### config.mk
export PLATFORM = sky130hd
export DESIGN_NAME = trig_event_recorder
export DESIGN_NICKNAME = d
export VERILOG_FILES = /design/src/rtl/trig_pkg.sv /design/src/rtl/trig_evt_fifo.sv /design/src/rtl/trig_event_recorder.sv
export SDC_FILE = /design/constraint.sdc
export NUM_CORES = 1
export LEC_CHECK = 0
export BUFFER_PORTS_ARGS = -buffer_cell sky130_fd_sc_hd__buf_2
export CAP_MARGIN = 10
export CELL_PAD_IN_SITES_DETAIL_PLACEMENT = 1
export CELL_PAD_IN_SITES_GLOBAL_PLACEMENT = 1
export CORE_MARGIN = 1
export CORE_UTILIZATION = 39
export DETAILED_ROUTE_END_ITERATION = 8
export PLACE_DENSITY = 0.71
export SYNTH_ARGS = -nofsm -noshare
export SYNTH_HDL_FRONTEND = slang
export SYNTH_SLANG_ARGS = --single-unit
### constraint.sdc
create_clock -name clock -period 17.7 [get_ports clock]
set_clock_uncertainty 0.1 [all_clocks]
set_input_delay 4.425 -clock clock [delete_from_list [all_inputs] [get_ports clock]]
set_output_delay 4.425 -clock clock [all_outputs]
set_load 0.01 [all_outputs]
### src/rtl/trig_pkg.sv
// Shared types and defaults for the trigger event recorder.
package trig_pkg;

    localparam int unsigned TRIG_DEPTH_DEF    = 16;
    localparam int unsigned TRIG_TS_WIDTH_DEF = 32;
    localparam int unsigned TRIGNUM_W         = 32;
    localparam int unsigned OVF_W             = 16;

    // Event layout for the default timestamp width; trigNum occupies the MSBs.
    typedef struct packed {
        logic [TRIGNUM_W-1:0]         trigNum;
        logic [TRIG_TS_WIDTH_DEF-1:0] timestamp;
    } trig_evt_t;

    // Increment that holds at all-ones instead of wrapping.
    function automatic logic [OVF_W-1:0] sat_inc16(input logic [OVF_W-1:0] v);
        return (v == '1) ? v : v + 1'b1;
    endfunction

endpackage

### src/rtl/trig_evt_fifo.sv
// First-word-fall-through event FIFO with exact registered occupancy count.
// A push is accepted while full only if the head is retired in the same cycle.
module trig_evt_fifo #(
    parameter int unsigned DEPTH = 16,
    parameter int unsigned WIDTH = 64
) (
    input  logic                   clk_i,
    input  logic                   rst_i,
    input  logic                   push_i,
    input  logic                   pop_i,
    input  logic [WIDTH-1:0]       wdata_i,
    output logic [WIDTH-1:0]       rdata_o,
    output logic                   valid_o,
    output logic                   full_o,
    output logic [$clog2(DEPTH):0] count_o
);

    localparam int unsigned AW       = $clog2(DEPTH);
    localparam logic [AW:0] FULL_CNT = (AW+1)'(DEPTH);

    logic [WIDTH-1:0] mem_q [DEPTH];
    logic [AW-1:0]    wptr_q, wptr_d;
    logic [AW-1:0]    rptr_q, rptr_d;
    logic [AW:0]      count_q, count_d;
    logic             do_push, do_pop;

    // Decide push/pop and compute next pointers and occupancy.
    always_comb begin
        do_pop  = pop_i && (count_q != '0);
        do_push = push_i && ((count_q != FULL_CNT) || do_pop);
        wptr_d  = do_push ? wptr_q + 1'b1 : wptr_q;
        rptr_d  = do_pop  ? rptr_q + 1'b1 : rptr_q;
        count_d = count_q;
        if (do_push && !do_pop) begin
            count_d = count_q + 1'b1;
        end else if (!do_push && do_pop) begin
            count_d = count_q - 1'b1;
        end
    end

    // Storage array; left unreset because the read port is masked while empty.
    always_ff @(posedge clk_i) begin
        if (do_push) begin
            mem_q[wptr_q] <= wdata_i;
        end
    end

    // Pointer and count registers.
    always_ff @(posedge clk_i or posedge rst_i) begin
        if (rst_i) begin
            wptr_q  <= '0;
            rptr_q  <= '0;
            count_q <= '0;
        end else begin
            wptr_q  <= wptr_d;
            rptr_q  <= rptr_d;
            count_q <= count_d;
        end
    end

    assign valid_o = (count_q != '0);
    assign full_o  = (count_q == FULL_CNT);
    assign count_o = count_q;
    assign rdata_o = valid_o ? mem_q[rptr_q] : '0;

endmodule

### src/rtl/trig_event_recorder.sv
// Trigger event recorder: stamps each accepted trigger with a running trigger
// number and timestamp, queues it, and counts triggers lost to a full queue.
module trig_event_recorder
    import trig_pkg::*;
#(
    parameter int unsigned DEPTH    = TRIG_DEPTH_DEF,
    parameter int unsigned TS_WIDTH = TRIG_TS_WIDTH_DEF
) (
    input  logic                          clock,
    input  logic                          reset,
    input  logic                          runStart,
    input  logic                          trigIn,
    output logic [TRIGNUM_W+TS_WIDTH-1:0] evtData,
    output logic                          evtValid,
    input  logic                          evtReady,
    output logic [$clog2(DEPTH):0]        fifoCount,
    output logic [OVF_W-1:0]              overflowCount
);

    logic [TS_WIDTH-1:0]  ts_q, ts_d, ts_evt;
    logic [TRIGNUM_W-1:0] tn_q, tn_d, tn_evt;
    logic [OVF_W-1:0]     ovf_q, ovf_d;
    logic                 fifo_full;
    logic                 drop;

    // Counter next-state; runStart zeroes the values the event is built from,
    // so a coincident trigger is recorded as trigNum=0, timestamp=0.
    always_comb begin
        ts_evt = runStart ? '0 : ts_q;
        tn_evt = runStart ? '0 : tn_q;
        ts_d   = runStart ? '0 : ts_q + 1'b1;
        tn_d   = tn_evt + {{(TRIGNUM_W-1){1'b0}}, trigIn};
        drop   = trigIn && fifo_full && !(evtValid && evtReady);
        ovf_d  = drop ? sat_inc16(ovf_q) : ovf_q;
    end

    // Timestamp, trigger number and overflow registers.
    always_ff @(posedge clock or posedge reset) begin
        if (reset) begin
            ts_q  <= '0;
            tn_q  <= '0;
            ovf_q <= '0;
        end else begin
            ts_q  <= ts_d;
            tn_q  <= tn_d;
            ovf_q <= ovf_d;
        end
    end

    trig_evt_fifo #(
        .DEPTH (DEPTH),
        .WIDTH (TRIGNUM_W + TS_WIDTH)
    ) u_fifo (
        .clk_i   (clock),
        .rst_i   (reset),
        .push_i  (trigIn),
        .pop_i   (evtReady),
        .wdata_i ({tn_evt, ts_evt}),
        .rdata_o (evtData),
        .valid_o (evtValid),
        .full_o  (fifo_full),
        .count_o (fifoCount)
    );

    assign overflowCount = ovf_q;

endmodule

==> results by group, run 1 <==
Floorplanning
  – Placement Rows: 122
  – Die area: 113,000 um^2
  – Die width: 336 um
  – I/O pin total: 91
  – Die Ht: 336 um
  – Initial Utilization: 39.3%
  – Core ar.: 111,000 um^2

Synth
  – Post-synthesis area per instance: 21.0 um^2
  – Synthesized instance count: 2,079
  – Synthesized Nets: 2,099
  – Ys flop type: edfxtp_1
  – Area contributors post-synth: edfxtp_1, mux4_2, dfrtp_1
  – Sequential area share after synthesis: 75.8%
  – Distinct cells, synth: 46
  – Fraction of registers with async set/reset: 8.33%
  – Most common library cells after synthesis: edfxtp_1, mux4_2, mux2i_1
  – Post-synth top area share: 70.5%
  – YS warnings: 0
  – Flops & latches, synth: 1,117
  – Largest area contributor in the netlist: edfxtp_1
  – Dominant cell by count in the synthesized netlist: edfxtp_1
  – Mapped Area: 43,600 um^2
  – EDFF count, synth: 1,024

GRT
  – First-pass GRT wire length: 150,000 um
  – Global route overflow: 0
  – Vias in the first global route: 22,400
  – Total GRT Usage: 18.2%
  – Largest net degree at the start of global routing: 147
  – Initial antenna violation count: 1

Worst setup path
  – Critical Path Source Type: flip-flop
  – R2R cell count: 6
  – CP Cell Sequence: buf_4 -> buf_4 -> mux4_2 -> mux2i_1 -> o22ai_1 -> buf_2
  – CP Capture Type: primary output
  – CP arrival: 4400 ps
  – Most used cell along the critical path: buf_4
  – Worst path slowest cell: buf_4
  – WS Path Type: flip-flop to primary output
  – FF-to-FF setup slack: 14,050 ps
  – Crit-path max FO: 53
  – Largest stage delay, worst path: 910 ps
  – Worst EP required: 13,180 ps

Route
  – DRT iter0 DRCs: 1,623
  – DR DRC count: 0
  – Drt wl/cell: 26.9 um
  – Routed wire length: 103,000 um
  – Routed Antenna Nets: 0
  – DRT Pass-1 Iters: 5
  – Vias: 20,800
  – Vias per cell: 5.46

Min path
  – Hold path depth: 1
  – Worst hold path type: flip-flop to flip-flop

Clock network
  – Post CTS Setup Buffer Count: 0
  – # hold bufs at CTS: 0
  – Clk Latency, worst-skew pair: 700 ps
  – TritonCTS Sinks: 1,117
  – CTS Buffer Depth: 3
  – CTS resizes: 0
  – Root Buffer: clkbuf_16
  – CTS tree: yes
  – CTS buffer count: 114
  – CTS H-Tree Depth: 3
  – Clk pin slew, worst setup/hold paths: 60 ps

Finish
  – Ant. Diodes: 0
  – Final non-filler cell total: 3,819
  – Area Growth Syn to Fin: 14.5%
  – Layout Nets: 2,250
  – Final Core Density: 45.0%
  – Cell area after layout: 49,900 um^2
  – Layout cells sized above 1: 26.2%

STA
  – Hold Fails Final Rpt: 0
  – Final setup vio count: 0
  – Minimum clock period: 8920 ps
  – RSZ-0062 raised after global routing: no
  – Worst slew margin: 15.8%
  – Setup TNS: 0 ps
  – Worst hold slack: 389 ps
  – Fmax: 112 MHz
  – Final worst path period share: 50.4%
  – Final worst setup slack: 8780 ps
  – Slew Limit Fails: 0
  – Measured slew at the worst slew-check pin: 1260 ps

Power and ir drop
  – Static Leak: 17.5 nW
  – Power Total: 7.64 mW
  – PwrDens: 153 nW/um^2
  – Peak VDD IR: 0.000144 V

Placement
  – Routability cong.: 0.740
  – Place WS: 9310 ps
  – Placed Cells: 3,597
  – Placed wire-length estimate: 52,300 um
  – Port Buffers: 90
  – Post-DP Area: 46,000 um^2

Outcome
  – Outcome: finished clean

Job
  – Max-cap viol count: 0
-- final timing paths --
| kind | from | to |
|---|---|---|
| min in group asynchronous | reset | overflowCount[8]$_DFFE_PP0P_ |
| worst max-delay path | u_fifo.rptr_q[0]$_DFFE_PP0P_ | evtData[45] |
| worst max register to register | u_fifo.count_o[0]$_DFFE_PP0P_ | u_fifo.mem_q[6][21]$_DFFE_PP_ |
| worst min register to register | ts_q[0]$_DFF_PP0_ | ts_q[0]$_DFF_PP0_ |
| max in group asynchronous | reset | u_fifo.rptr_q[1]$_DFFE_PP0P_ |
| worst min-delay path | ts_q[0]$_DFF_PP0_ | ts_q[0]$_DFF_PP0_ |
-- state kept, by name (all words and copies together), names as in the netlist --
| register | flops |
|---|---|
| overflowCount | 16 |
| tn_q | 32 |
| ts_q | 32 |
| u_fifo.count_o | 5 |
| u_fifo.mem_q | 1024 |
| u_fifo.rptr_q | 4 |
| u_fifo.wptr_q | 4 |
-- per-layer routing --
layer | track usage (%) | share of wire (%) | up-vias
li1 | - | - | 8818
met1 | 24.3 | 43 | 11400
met4 | 4.63 | 2.1 | 2
met2 | 31.0 | 51 | 524
met3 | 2.78 | 4.5 | 126
met5 | 0 | 0.013 | -
-- cell families (layout without fill, tap and decap cells) --
kind of cell             count (synthesis)  after routing  share of synthesized area, %
AND/OR/NAND/NOR                        278            278                          3.54
buffers and inverters                  121            373                          1.15
AO/OA/AOI/OAI                           78             78                          1.11
flip-flops                            1117           1117                          75.8
multiplexers                           388            388                          16.3
XOR/XNOR                                82             82                          1.65
adder cells (fa/ha/maj)                 15             15                         0.448
-- critical path, delay by kind of cell (launching register included) --
family          cells  cell delay [ps]
buf+inv             3             1820
compound gates      1              210
mux                 2              790
flops               1              830
-- cells in the final DEF, fill, tap and decap left out, drive strengths merged, types with 56 or more instances in the layout --
cell    instances
nor2           68
mux4          256
buf           139
dfrtp          93
edfxtp       1024
o22ai          64
clkinv         56
nor2b          59
clkbuf        141
mux2i         130
-- power by group --
group / total, mW / switching (mW) / internal, mW
Clock: 2.46 / 1.02 / 1.44
Combinational: 1.99 / 1.14 / 0.846
Sequential: 3.19 / 0.125 / 3.07
-- area by class of cell --
| type | instances | area (um^2) |
|---|---|---|
| Clock buffer | 141 | 3050 |
| Inverter | 17 | 66.3 |
| Sequential cell | 1117 | 33100 |
| Tap cell | 1488 | 1860 |
| Timing Repair Buffer | 139 | 841 |
| Clock inverter | 76 | 842 |
| Multi-Input combinational cell | 841 | 10200 |
| Fill cell | 10300 | 60900 |
Power figures use the tool's default switching activity.
==> inputs of run 2 (changes only) <==
==> constraint.sdc (replaced) <==
create_clock -name clock -period 9.3 [get_ports clock]
set_clock_uncertainty 0.1 [all_clocks]
set_input_delay 2.325 -clock clock [delete_from_list [all_inputs] [get_ports clock]]
set_output_delay 2.325 -clock clock [all_outputs]
set_load 0.01 [all_outputs]
==> run 2 against run 1 <==
  * Worst setup slack worse by 5800 ps
  * Highest routed layer is now met4
  * Largest power group unchanged
  * Sequential power up 91%
  * Routed wire length down 2.0%
  * Cell count about the same
  * Sequential share of layout area up 0.26 points
  * Core utilization down 0.18 points
  * Combinational power up 90%
  * Register-to-register slack worse by 8800 ps
  * Largest cell class unchanged
  * Critical path depth down 1
  * Non-clock buffer count up 3
  * Via count down 0.24%
==> results by group, run 2 (synthesis gave the netlist of run 1 again) <==
Route
  – Routed Antenna Nets: 0 (unchanged)
  – DR DRC count: 0 (unchanged)
  – Routed wire length: 101,000 um (-2.0%)
  – Drt wl/cell: 26.4 um (-1.9%)
  – Vias: 20,800 (-0.24%)
  – DRT Pass-1 Iters: 7 (+2)
  – Vias per cell: 5.45 (-0.17%)
  – DRT iter0 DRCs: 1,585 (-2.3%)

Clock network
  – Clk pin slew, worst setup/hold paths: 60 ps (about the same)
  – CTS tree: yes
  – CTS buffer count: 111 (-2.6%)
  – CTS resizes: 0 (unchanged)
  – CTS Buffer Depth: 3 (unchanged)
  – CTS H-Tree Depth: 3 (unchanged)
  – Post CTS Setup Buffer Count: 0 (unchanged)
  – Clk Latency, worst-skew pair: 690 ps (about the same)
  – # hold bufs at CTS: 0 (unchanged)
  – Root Buffer: clkbuf_16
  – TritonCTS Sinks: 1,117 (unchanged)

Placement
  – Placed Cells: 3,598 (+0.028%)
  – Post-DP Area: 46,000 um^2 (about the same)
  – Routability cong.: 0.746 (+0.82%)
  – Placed wire-length estimate: 54,000 um (+3.2%)
  – Port Buffers: 90 (unchanged)

GRT
  – Global route overflow: 0 (unchanged)
  – Total GRT Usage: 18.0% (-0.16 points)
  – Initial antenna violation count: 2 (+1)
  – Largest net degree at the start of global routing: 99 (-33%)
  – First-pass GRT wire length: 151,000 um (+0.79%)
  – Vias in the first global route: 23,300 (+4.3%)

Finish
  – Commonest non-fill, non-tap cell in the layout: edfxtp_1
  – Final non-filler cell total: 3,816 (-0.079%)
  – Ant. Diodes: 0 (unchanged)
  – FILL cells: 10,300 (+0.058%)
  – Most frequent cells in the layout: edfxtp_1, mux4_2, mux2i_1, clkbuf_16, dfrtp_1
  – Layout Nets: 2,250 (unchanged)
  – Top reg by flops: u_fifo.mem_q
  – Layout cells sized above 1: 25.9% (-0.31 points)
  – Largest regs: u_fifo.mem_q (1024), tn_q (32), ts_q (32)
  – Max FFs per register: 1,024 (unchanged)
  – Sequential cell area: 33,100 um^2 (unchanged)
  – Area Growth Syn to Fin: 14.0%
  – Footprint of the multi-input gates: 10,200 um^2 (+0.11%)
  – Cell area after layout: 49,700 um^2 (-0.39%)

Floorplanning
  – Placement Rows: 122 (unchanged)
  – Core ar.: 111,000 um^2 (unchanged)
  – Die area: 113,000 um^2 (unchanged)
  – I/O pin total: 91 (unchanged)
  – Die width: 336 um (unchanged)
  – Die Ht: 336 um (unchanged)
  – Initial Utilization: 39.3% (unchanged)

STA
  – Slew Limit Fails: 0 (unchanged)
  – Fmax: 159 MHz
  – RSZ-0062 raised after global routing: no
  – Measured slew at the worst slew-check pin: 1220 ps (-40.1 ps)
  – Final worst path period share: 67.7%
  – Final setup vio count: 0 (unchanged)
  – Worst slew margin: 18.5% (+2.7 points)
  – Minimum clock period: 6300 ps
  – Setup TNS: 0 ps (unchanged)
  – Hold Fails Final Rpt: 0 (unchanged)

Worst setup path
  – Critical path origin: u_fifo.rptr_q[0]$_DFFE_PP0P_
  – CP arrival: 3870 ps (-530 ps)
  – Worst EP required: 6880 ps (-6300 ps)
  – Crit-path max FO: 98 (+85%)
  – WS Path Type: flip-flop to primary output
  – CP Capture Type: primary output
  – R2R Path Start: u_fifo.count_o[0]$_DFFE_PP0P_
  – Critical Path Source Type: flip-flop

Power and ir drop
  – Peak VDD IR: 0.000264 V (+83%)
  – PwrDens: 288 nW/um^2 (+88%)
  – Static Leak: 17.4 nW (-0.54%)
  – Clock group share of total power: 31.0% (-1.2 points)
  – Sw Pwr: 4.29 mW (+88%)
  – Logic pwr share: 26.5% (+0.5 points)
  – Switch share: 30.0% (+0.14 points)
  – P_int: 10.0 mW (+87%)
  – Flop pwr share: 42.6% (+0.8 points)

Job
  – Max-cap viol count: 0 (unchanged)

Outcome
  – Outcome: finished clean

Min path
  – Hold_sp: overflowCount[15]$_DFFE_PP0P_
  – Worst hold path type: flip-flop to flip-flop
## run 2: cell types whose count changed in the layout (fill, tap and decap cells not counted), moves of 2 or more
cell / previous run / this run
buf_12: 1 / 3
bufinv_16: 15 / 8
clkbuf_1: 19 / 33
clkbuf_16: 115 / 112
clkbuf_8: 7 / 14
clkinv_1: 20 / 12
clkinv_2: 28 / 21
clkinv_4: 4 / 1
inv_6: 0 / 3
## run 2: metrics by stage
stage | hold slack, ps | utilization, % | worst slack, ps | power (mW)
floorplan | 330 | - | 1170 | 8.70
global placement | 384 | 41.5 | 3300 | 9.98
detailed placement | 392 | 41.5 | 3190 | 10.1
CTS | 402 | 44.8 | 2900 | 14.5
global route | 412 | 44.9 | 2790 | 14.9
finish | 403 | 44.9 | 3000 | 14.3
## run 2: area by class of cell
type | count | share of cell area (%)
multi-input combinational | 841 | 20.5
clock inverter | 53 | 1.05
sequential | 1117 | 66.6
clock buffer | 158 | 6.25
timing repair buffer | 142 | 1.79
tap | 1488 | 3.74
inverter | 17 | 0.133
## run 2: path summary, 6_finish.rpt
| path | end | slack (ps) | cells past startpoint |
|---|---|---|---|
| worst max register to register | u_fifo.mem_q[6][44]$_DFFE_PP_ | 5240 | 5 |
| worst max-delay path | evtData[23] | 3000 | 5 |
| min in group asynchronous | u_fifo.rptr_q[2]$_DFFE_PP0P_ | 1540 | 2 |
| max in group asynchronous | ts_q[24]$_DFF_PP0_ | 6180 | 3 |
| worst min-delay path | overflowCount[15]$_DFFE_PP0P_ | 400 | 1 |
| worst min register to register | overflowCount[15]$_DFFE_PP0P_ | 400 | 1 |
## run 2: worst max-delay path: stages (launching register included)
cell,delay [ps]
dfrtp_4,930
buf_12,660
mux4_2,610
mux2i_1,430
o22ai_1,150
buf_2,200
## run 2: power groups by stage
stage | Clock (mW) | Sequential (mW) | Combinational, mW
after floorplan | 0 | 6.06 | 2.64
after global placement | 0 | 6.16 | 3.81
after detailed placement | 0 | 6.20 | 3.88
after CTS | 4.53 | 6.10 | 3.89
after global routing | 4.67 | 6.13 | 4.07
final | 4.43 | 6.09 | 3.78
## run 2: layer usage
layer,GRT usage [%],wire [um]
met1,23.6,42600
met2,31.0,50900
met3,2.69,4880
met4,5.41,2460
met5,0,0
